**src/rtl/ring_phase_monitor.sv**
```systemverilog
// Tracks a one-hot 16-bit ring counter that rotates toward bit 0, locks after LOCK_N good steps.
// Optional revolution counter is built only when RING_MON_REV_CNT_EN is defined.
module ring_phase_monitor #(
  parameter int LOCK_N = 2,
  parameter int REV_W  = 8
) (
  input  logic             Clk,
  input  logic             Clr,
  input  logic [15:0]      Ring_in,
  input  logic             Ring_vld,
  input  logic             Ld_seen,
  output logic [3:0]       Phase,
  output logic             One_hot,
  output logic             Locked,
  output logic             Err,
  output logic [7:0]       Err_cnt,
  output logic             Rev_tick,
  output logic [REV_W-1:0] Rev_cnt
);

  typedef enum logic [1:0] {
    HUNT   = 2'd0,
    SYNC   = 2'd1,
    LOCKED = 2'd2,
    FAULT  = 2'd3
  } state_t;

  function automatic logic is_one_hot(input logic [15:0] v);
    return (v != 16'd0) && ((v & (v - 16'd1)) == 16'd0);
  endfunction

  function automatic logic [3:0] onehot_index(input logic [15:0] v);
    logic [3:0] idx;
    idx = 4'd0;
    for (int i = 0; i < 16; i++) begin
      if (v[i]) idx = 4'(i);
    end
    return idx;
  endfunction

  function automatic logic [7:0] sat_inc8(input logic [7:0] v);
    return (v == 8'hFF) ? v : v + 8'd1;
  endfunction

  state_t     state_q, state_d;
  logic [3:0] phase_q, phase_d;
  logic       one_hot_q, one_hot_d;
  logic       locked_q, locked_d;
  logic       err_q, err_d;
  logic [7:0] err_cnt_q, err_cnt_d;
  logic [3:0] good_cnt_q, good_cnt_d;

  logic       samp_oh;
  logic [3:0] samp_idx;
  logic       step_ok;
  logic [4:0] good_inc;

  assign samp_oh  = is_one_hot(Ring_in);
  assign samp_idx = onehot_index(Ring_in);
  // Expected motion is one position toward bit 0; 4-bit arithmetic makes 0 -> 15 the wrap.
  assign step_ok  = samp_oh && (samp_idx == (phase_q - 4'd1));
  assign good_inc = {1'b0, good_cnt_q} + 5'd1;

  always_comb begin
    state_d    = state_q;
    phase_d    = phase_q;
    one_hot_d  = one_hot_q;
    good_cnt_d = good_cnt_q;
    err_d      = 1'b0;
    err_cnt_d  = err_cnt_q;

    if (Ring_vld) begin
      one_hot_d = samp_oh;
      if (samp_oh) phase_d = samp_idx;
    end

    // A parallel load upstream invalidates any tracking history.
    if (Ld_seen) begin
      good_cnt_d = 4'd0;
      state_d    = (Ring_vld && samp_oh) ? SYNC : HUNT;
    end else if (Ring_vld) begin
      unique case (state_q)
        HUNT: begin
          if (samp_oh) begin
            state_d    = SYNC;
            good_cnt_d = 4'd0;
          end
        end
        SYNC: begin
          if (step_ok) begin
            if (good_inc >= 5'(LOCK_N)) begin
              state_d    = LOCKED;
              good_cnt_d = 4'd0;
            end else begin
              good_cnt_d = good_inc[3:0];
            end
          end else begin
            err_d      = 1'b1;
            state_d    = HUNT;
            good_cnt_d = 4'd0;
          end
        end
        LOCKED: begin
          if (!step_ok) begin
            err_d   = 1'b1;
            state_d = FAULT;
          end
        end
        FAULT: begin
          if (samp_oh) begin
            state_d    = SYNC;
            good_cnt_d = 4'd0;
          end else begin
            err_d = 1'b1;
          end
        end
        default: state_d = HUNT;
      endcase
    end

    if (err_d) err_cnt_d = sat_inc8(err_cnt_q);
    locked_d = (state_d == LOCKED);
  end

  always_ff @(posedge Clk or posedge Clr) begin
    if (Clr) begin
      state_q    <= HUNT;
      phase_q    <= 4'd0;
      one_hot_q  <= 1'b0;
      locked_q   <= 1'b0;
      err_q      <= 1'b0;
      err_cnt_q  <= 8'd0;
      good_cnt_q <= 4'd0;
    end else begin
      state_q    <= state_d;
      phase_q    <= phase_d;
      one_hot_q  <= one_hot_d;
      locked_q   <= locked_d;
      err_q      <= err_d;
      err_cnt_q  <= err_cnt_d;
      good_cnt_q <= good_cnt_d;
    end
  end

  assign Phase   = phase_q;
  assign One_hot = one_hot_q;
  assign Locked  = locked_q;
  assign Err     = err_q;
  assign Err_cnt = err_cnt_q;

`ifdef RING_MON_REV_CNT_EN
  logic             rev_tick_q, rev_tick_d;
  logic [REV_W-1:0] rev_cnt_q, rev_cnt_d;

  // A revolution completes on a correct 0 -> 15 wrap observed while locked.
  always_comb begin
    rev_tick_d = 1'b0;
    rev_cnt_d  = rev_cnt_q;
    if (!Ld_seen && Ring_vld && (state_q == LOCKED) && step_ok && (phase_q == 4'd0)) begin
      rev_tick_d = 1'b1;
      rev_cnt_d  = rev_cnt_q + 1'b1;
    end
  end

  always_ff @(posedge Clk or posedge Clr) begin
    if (Clr) begin
      rev_tick_q <= 1'b0;
      rev_cnt_q  <= '0;
    end else begin
      rev_tick_q <= rev_tick_d;
      rev_cnt_q  <= rev_cnt_d;
    end
  end

  assign Rev_tick = rev_tick_q;
  assign Rev_cnt  = rev_cnt_q;
`else
  assign Rev_tick = 1'b0;
  assign Rev_cnt  = '0;
`endif

endmodule
```
**config.mk**
```make
export PLATFORM = sky130hd
export DESIGN_NAME = ring_phase_monitor
export DESIGN_NICKNAME = d
export VERILOG_FILES = /design/src/rtl/ring_phase_monitor.sv
export SDC_FILE = /design/constraint.sdc
export NUM_CORES = 1
export LEC_CHECK = 0
export BUFFER_PORTS_ARGS = -buffer_cell sky130_fd_sc_hd__buf_2
export CORE_MARGIN = 3
export CORE_UTILIZATION = 49
export DETAILED_ROUTE_END_ITERATION = 12
export GPL_ROUTABILITY_DRIVEN = 0
export PLACE_DENSITY_LB_ADDON = 0.12
export SYNTH_ARGS = -nofsm -noshare
export SYNTH_HDL_FRONTEND = slang
export SYNTH_SLANG_ARGS = --single-unit
```
**constraint.sdc**
```tcl
create_clock -name Clk -period 2.8 [get_ports Clk]
set_clock_uncertainty 0.2 [all_clocks]
set_input_delay 0.28 -clock Clk [delete_from_list [all_inputs] [get_ports Clk]]
set_output_delay 0.28 -clock Clk [all_outputs]
set_load 0.03 [all_outputs]
```
==> flow_summary.rst <==
.. list-table::
   :header-rows: 1

   * - Metric
     - Value
   * - Total iterations of the first detailed-routing run
     - 4
   * - Width of the chip
     - 63.6 um
   * - CP Launch Type
     - register
   * - Final count of pins violating max slew
     - 0
   * - Critical Path Fanout Max
     - 5
   * - Tmin final
     - 2.50 ns
   * - Area used by sequential logic in the layout
     - roughly 530 um2
   * - Launch point of the worst hold path
     - Ring_in[15]
   * - Vert. Die Dim
     - around 64 um
   * - Reg clk slew, reported paths
     - around 0.12 ns
   * - Bufs and invs on worst path
     - 1
   * - Post-route fraction of the period consumed by the critical path
     - 0.894
   * - Pin count of the biggest net entering global routing
     - 22
   * - Detailed-route via count
     - ~1500
   * - DRC marker count from the first detailed-route iteration
     - between 50 and 60
   * - Global-route wire length before repair
     - slightly below 6000 um
   * - Count of state elements after synthesis
     - 21
   * - Area growth from synthesis to layout
     - 16.3%
   * - Sink Count
     - 21
   * - Area of the placeable core
     - approximately 3100 um2
   * - Count of flip-flops with a built-in enable after synthesis
     - 0
   * - Delay of the slowest cell on the worst path
     - between 0.4 and 0.5 ns
   * - Vias in the first global route
     - 1326
   * - Insertion delay of the later-clocked pin in the worst-skew pair
     - around 0.3 ns
   * - Worst rel slew slack
     - 0.476
   * - Dpl cells
     - roughly 260
   * - Effective utilization at floorplan
     - 0.523
   * - Die area
     - 4040 um2
   * - CTS H-tree lvls
     - 1
   * - Antenna violation net count after detailed routing
     - 0
   * - Hold endpoint
     - Phase[0]$_DFFE_PP0P_
   * - Share of cells above drive strength 1
     - 0.241
   * - Filler cell count in the final layout
     - just under 300
   * - Worst min path class
     - in2reg
   * - Min-Delay Path Depth
     - 3
   * - Crit. End Element
     - register
   * - Top-count cell post-synth
     - sky130_fd_sc_hd__dfrtp_1
   * - Library cells used by synthesis
     - ~50
   * - CP Class
     - reg2reg
   * - Largest vdd supply drop
     - 0.425 mV
   * - Total area of multi-input combinational cells
     - 1020 um2
   * - Synthesized cell area
     - 1620 um2
   * - Synth Area per Inst
     - between 8 and 9 um2
   * - Via count normalized by instance count
     - about 5.4
   * - Core Rows
     - 20
   * - Gr usage total
     - 0.183
   * - Setup Viol. Count Final
     - 0
   * - Maximum root-to-sink buffer count
     - 2
   * - Transition at the pin with the smallest max-transition slack
     - slightly below 0.8 ns
   * - Area post-placement
     - 1840 um2
   * - Post-route cell area
     - roughly 1900 um2
   * - Main synth FF type
     - sky130_fd_sc_hd__dfrtp_1
   * - Count of antenna diodes in the layout
     - 0
   * - Highest clock rate
     - between 300 and 400 MHz
   * - Number of nets in the final layout
     - 254
   * - Wire length per cell
     - 12.7 um
   * - Num CTS Buffers
     - 3
   * - Worst-case setup slack after placement
     - between 0.03 and 0.04 ns
   * - Reg2Reg Launch Point
     - Phase[0]$_DFFE_PP0P_
   * - Number of hold-slack violations in the final timing report
     - 0
   * - Setup TNS Final
     - 0 ns
   * - Global route overflow
     - 0
   * - Crit path required time
     - around 2.9 ns
   * - Run status
     - completed
   * - Top cells by instance count after synthesis
     - 21 x sky130_fd_sc_hd__dfrtp_1, 17 x sky130_fd_sc_hd__nand2_1, 14 x sky130_fd_sc_hd__nor2_1
   * - PwrDens
     - 408 nW/um2
   * - Cell types with the largest area share after synthesis
     - sky130_fd_sc_hd__dfrtp_1 32%, sky130_fd_sc_hd__ha_1 6.9%, sky130_fd_sc_hd__xnor2_1 4.9%, sky130_fd_sc_hd__buf_4 4.2%, sky130_fd_sc_hd__nand2_1 3.9%
   * - Cell family contributing the most delay on the critical path
     - compound AO/OA/AOI/OAI gates
   * - Cells along the critical path
     - inv_1 > ha_1 > nor3_1 > a22o_1 > a2111oi_2 > nand3b_4 > o21a_1 > and4b_1
   * - Number of buffer cells added on primary ports
     - 34
   * - Fraction of registers with async set/reset
     - 1.00
   * - Setup repair after global routing missed its margin
     - no
   * - HPWL after detailed placement
     - between 2000 and 3000 um
   * - Critical Path Slowest Stage Cell
     - sky130_fd_sc_hd__dfrtp_1
   * - Syn Inst Count
     - around 180
   * - Number of antenna violations at the first check in global routing
     - 0
   * - Max-capacitance violation count
     - 0
   * - Post-detailed-route DRC marker count
     - 0
   * - Post-CTS Setup Bufs
     - 0
   * - Data arrival, critical path
     - about 2.6 ns
   * - Fraction of synthesized cell area taken by the top area cell type
     - 0.324
   * - Post-route setup slack
     - between 0.2 and 0.3 ns
   * - Worst reg-to-reg setup slack
     - ~0.30 ns
   * - Layout Cells excl Fill
     - 268
   * - Leakage component of the power
     - 0.000963 uW
   * - R2r endpoint
     - Locked$_DFF_PP0_
   * - CTS root buffer
     - sky130_fd_sc_hd__clkbuf_4
   * - Cell type contributing the most total cell area after synthesis
     - sky130_fd_sc_hd__dfrtp_1
   * - IO Count
     - 44
   * - Clock tree from TritonCTS
     - built
   * - Proportion of synthesized chip area in sequential cells
     - 0.324
   * - Worst reg-to-reg path cell count
     - 8
   * - Drt total wl
     - ~3400 um
   * - Number of warning messages in the yosys log
     - 0
layout make-up:
type / count / share of cell area
multi-input combinational: 148 / 0.540
inverter: 11 / 0.0219
sequential: 21 / 0.278
clock buffer: 3 / 0.0119
tap: 44 / 0.0291
clock inverter: 1 / 0.00265
timing repair buffer: 40 / 0.117
report_power, final:
part	internal, uW	switching [uW]	total, uW
sequential	329	33.1	362
clock	53.3	95.8	149
combinational	94.8	165	260
total	477	294	771
cells by family (layout without fill, tap and decap cells):
logic type,count (synthesis),count (layout),share of synthesized area
simple gates,73,73,0.256
compound gates,41,41,0.188
flops,21,21,0.324
buf+inv,20,55,0.0670
fa+ha+maj,12,12,0.0878
xor+xnor,10,10,0.0539
mux,3,3,0.0216
other cells,1,9,0.00231
cell usage in the layout (no fill, tap or decap), types with 2 or more instances in the layout:
master and instances:
sky130_fd_sc_hd__buf_2 34, sky130_fd_sc_hd__dfrtp_1 21, sky130_fd_sc_hd__nand2_1 17, sky130_fd_sc_hd__nor2_1 14, sky130_fd_sc_hd__inv_1 11, sky130_fd_sc_hd__a21oi_1 11, sky130_fd_sc_hd__xnor2_1 9, sky130_fd_sc_hd__o21ai_0 9
sky130_fd_sc_hd__ha_1 9, sky130_fd_sc_hd__conb_1 9, sky130_fd_sc_hd__nor3_1 5, sky130_fd_sc_hd__and2_1 5, sky130_fd_sc_hd__nor2b_1 4, sky130_fd_sc_hd__and3_1 4, sky130_fd_sc_hd__nand3_1 4, sky130_fd_sc_hd__nand4_1 4
sky130_fd_sc_hd__buf_4 4, sky130_fd_sc_hd__maj3_1 3, sky130_fd_sc_hd__nor4_1 3, sky130_fd_sc_hd__o31ai_1 3, sky130_fd_sc_hd__clkbuf_4 3, sky130_fd_sc_hd__nand3b_4 2, sky130_fd_sc_hd__or3_1 2, sky130_fd_sc_hd__mux2i_1 2
sky130_fd_sc_hd__dlygate4sd3_1 2
sequential cells by signal, summed over array words and instances (netlist names):
signal	flops
Locked	1
state_q	2
One_hot	1
Phase	4
good_cnt_q	4
Err_cnt	8
Err	1
worst max path at each step:
stage	depth (start not counted)	slack [ns]	from	end
detailed placement	9	0.04	Ring_in[8]	Err_cnt[1]$_DFFE_PP0P_
CTS	8	0.29	Phase[0]$_DFFE_PP0P_	Err_cnt[1]$_DFFE_PP0P_
global placement	9	0.10	Ring_in[8]	Err_cnt[1]$_DFFE_PP0P_
floorplan	8	0.22	Phase[0]$_DFFE_PP0P_	Err_cnt[1]$_DFFE_PP0P_
global route	8	0.15	Phase[0]$_DFFE_PP0P_	Locked$_DFF_PP0_
finish	8	0.30	Phase[0]$_DFFE_PP0P_	Locked$_DFF_PP0_
tightest hold or removal path, cell delays in order:
cell and delay, ns:
sky130_fd_sc_hd__buf_2 0.14, sky130_fd_sc_hd__o21ai_0 0.09, sky130_fd_sc_hd__o21ai_0 0.06
metrics by stage:
stage | hold slack, ns | util | power, uW
after floorplan | 0.0565 | - | 550
after global placement | 0.259 | 0.594 | 618
after CTS | 0.0999 | 0.609 | 779
after global routing | 0.137 | 0.609 | 827
final | 0.101 | 0.609 | 771
after detailed placement | 0.264 | 0.594 | 624
metal layers:
layer	part of all wire	wire length [um]	global-route usage
met3	0.058	197	0.0232
met5	0	0	0
met4	0.0079	27	0.0485
met1	0.47	1620	0.254
met2	0.46	1570	0.297
what timing repair did:
item / 4_1_cts / 5_1_grt
hold buffers: 2 / 0
resized for setup: 0 / 0
hold endpoints to repair: 22 / 0
Note: power is estimated with default switching activity, not from simulation.
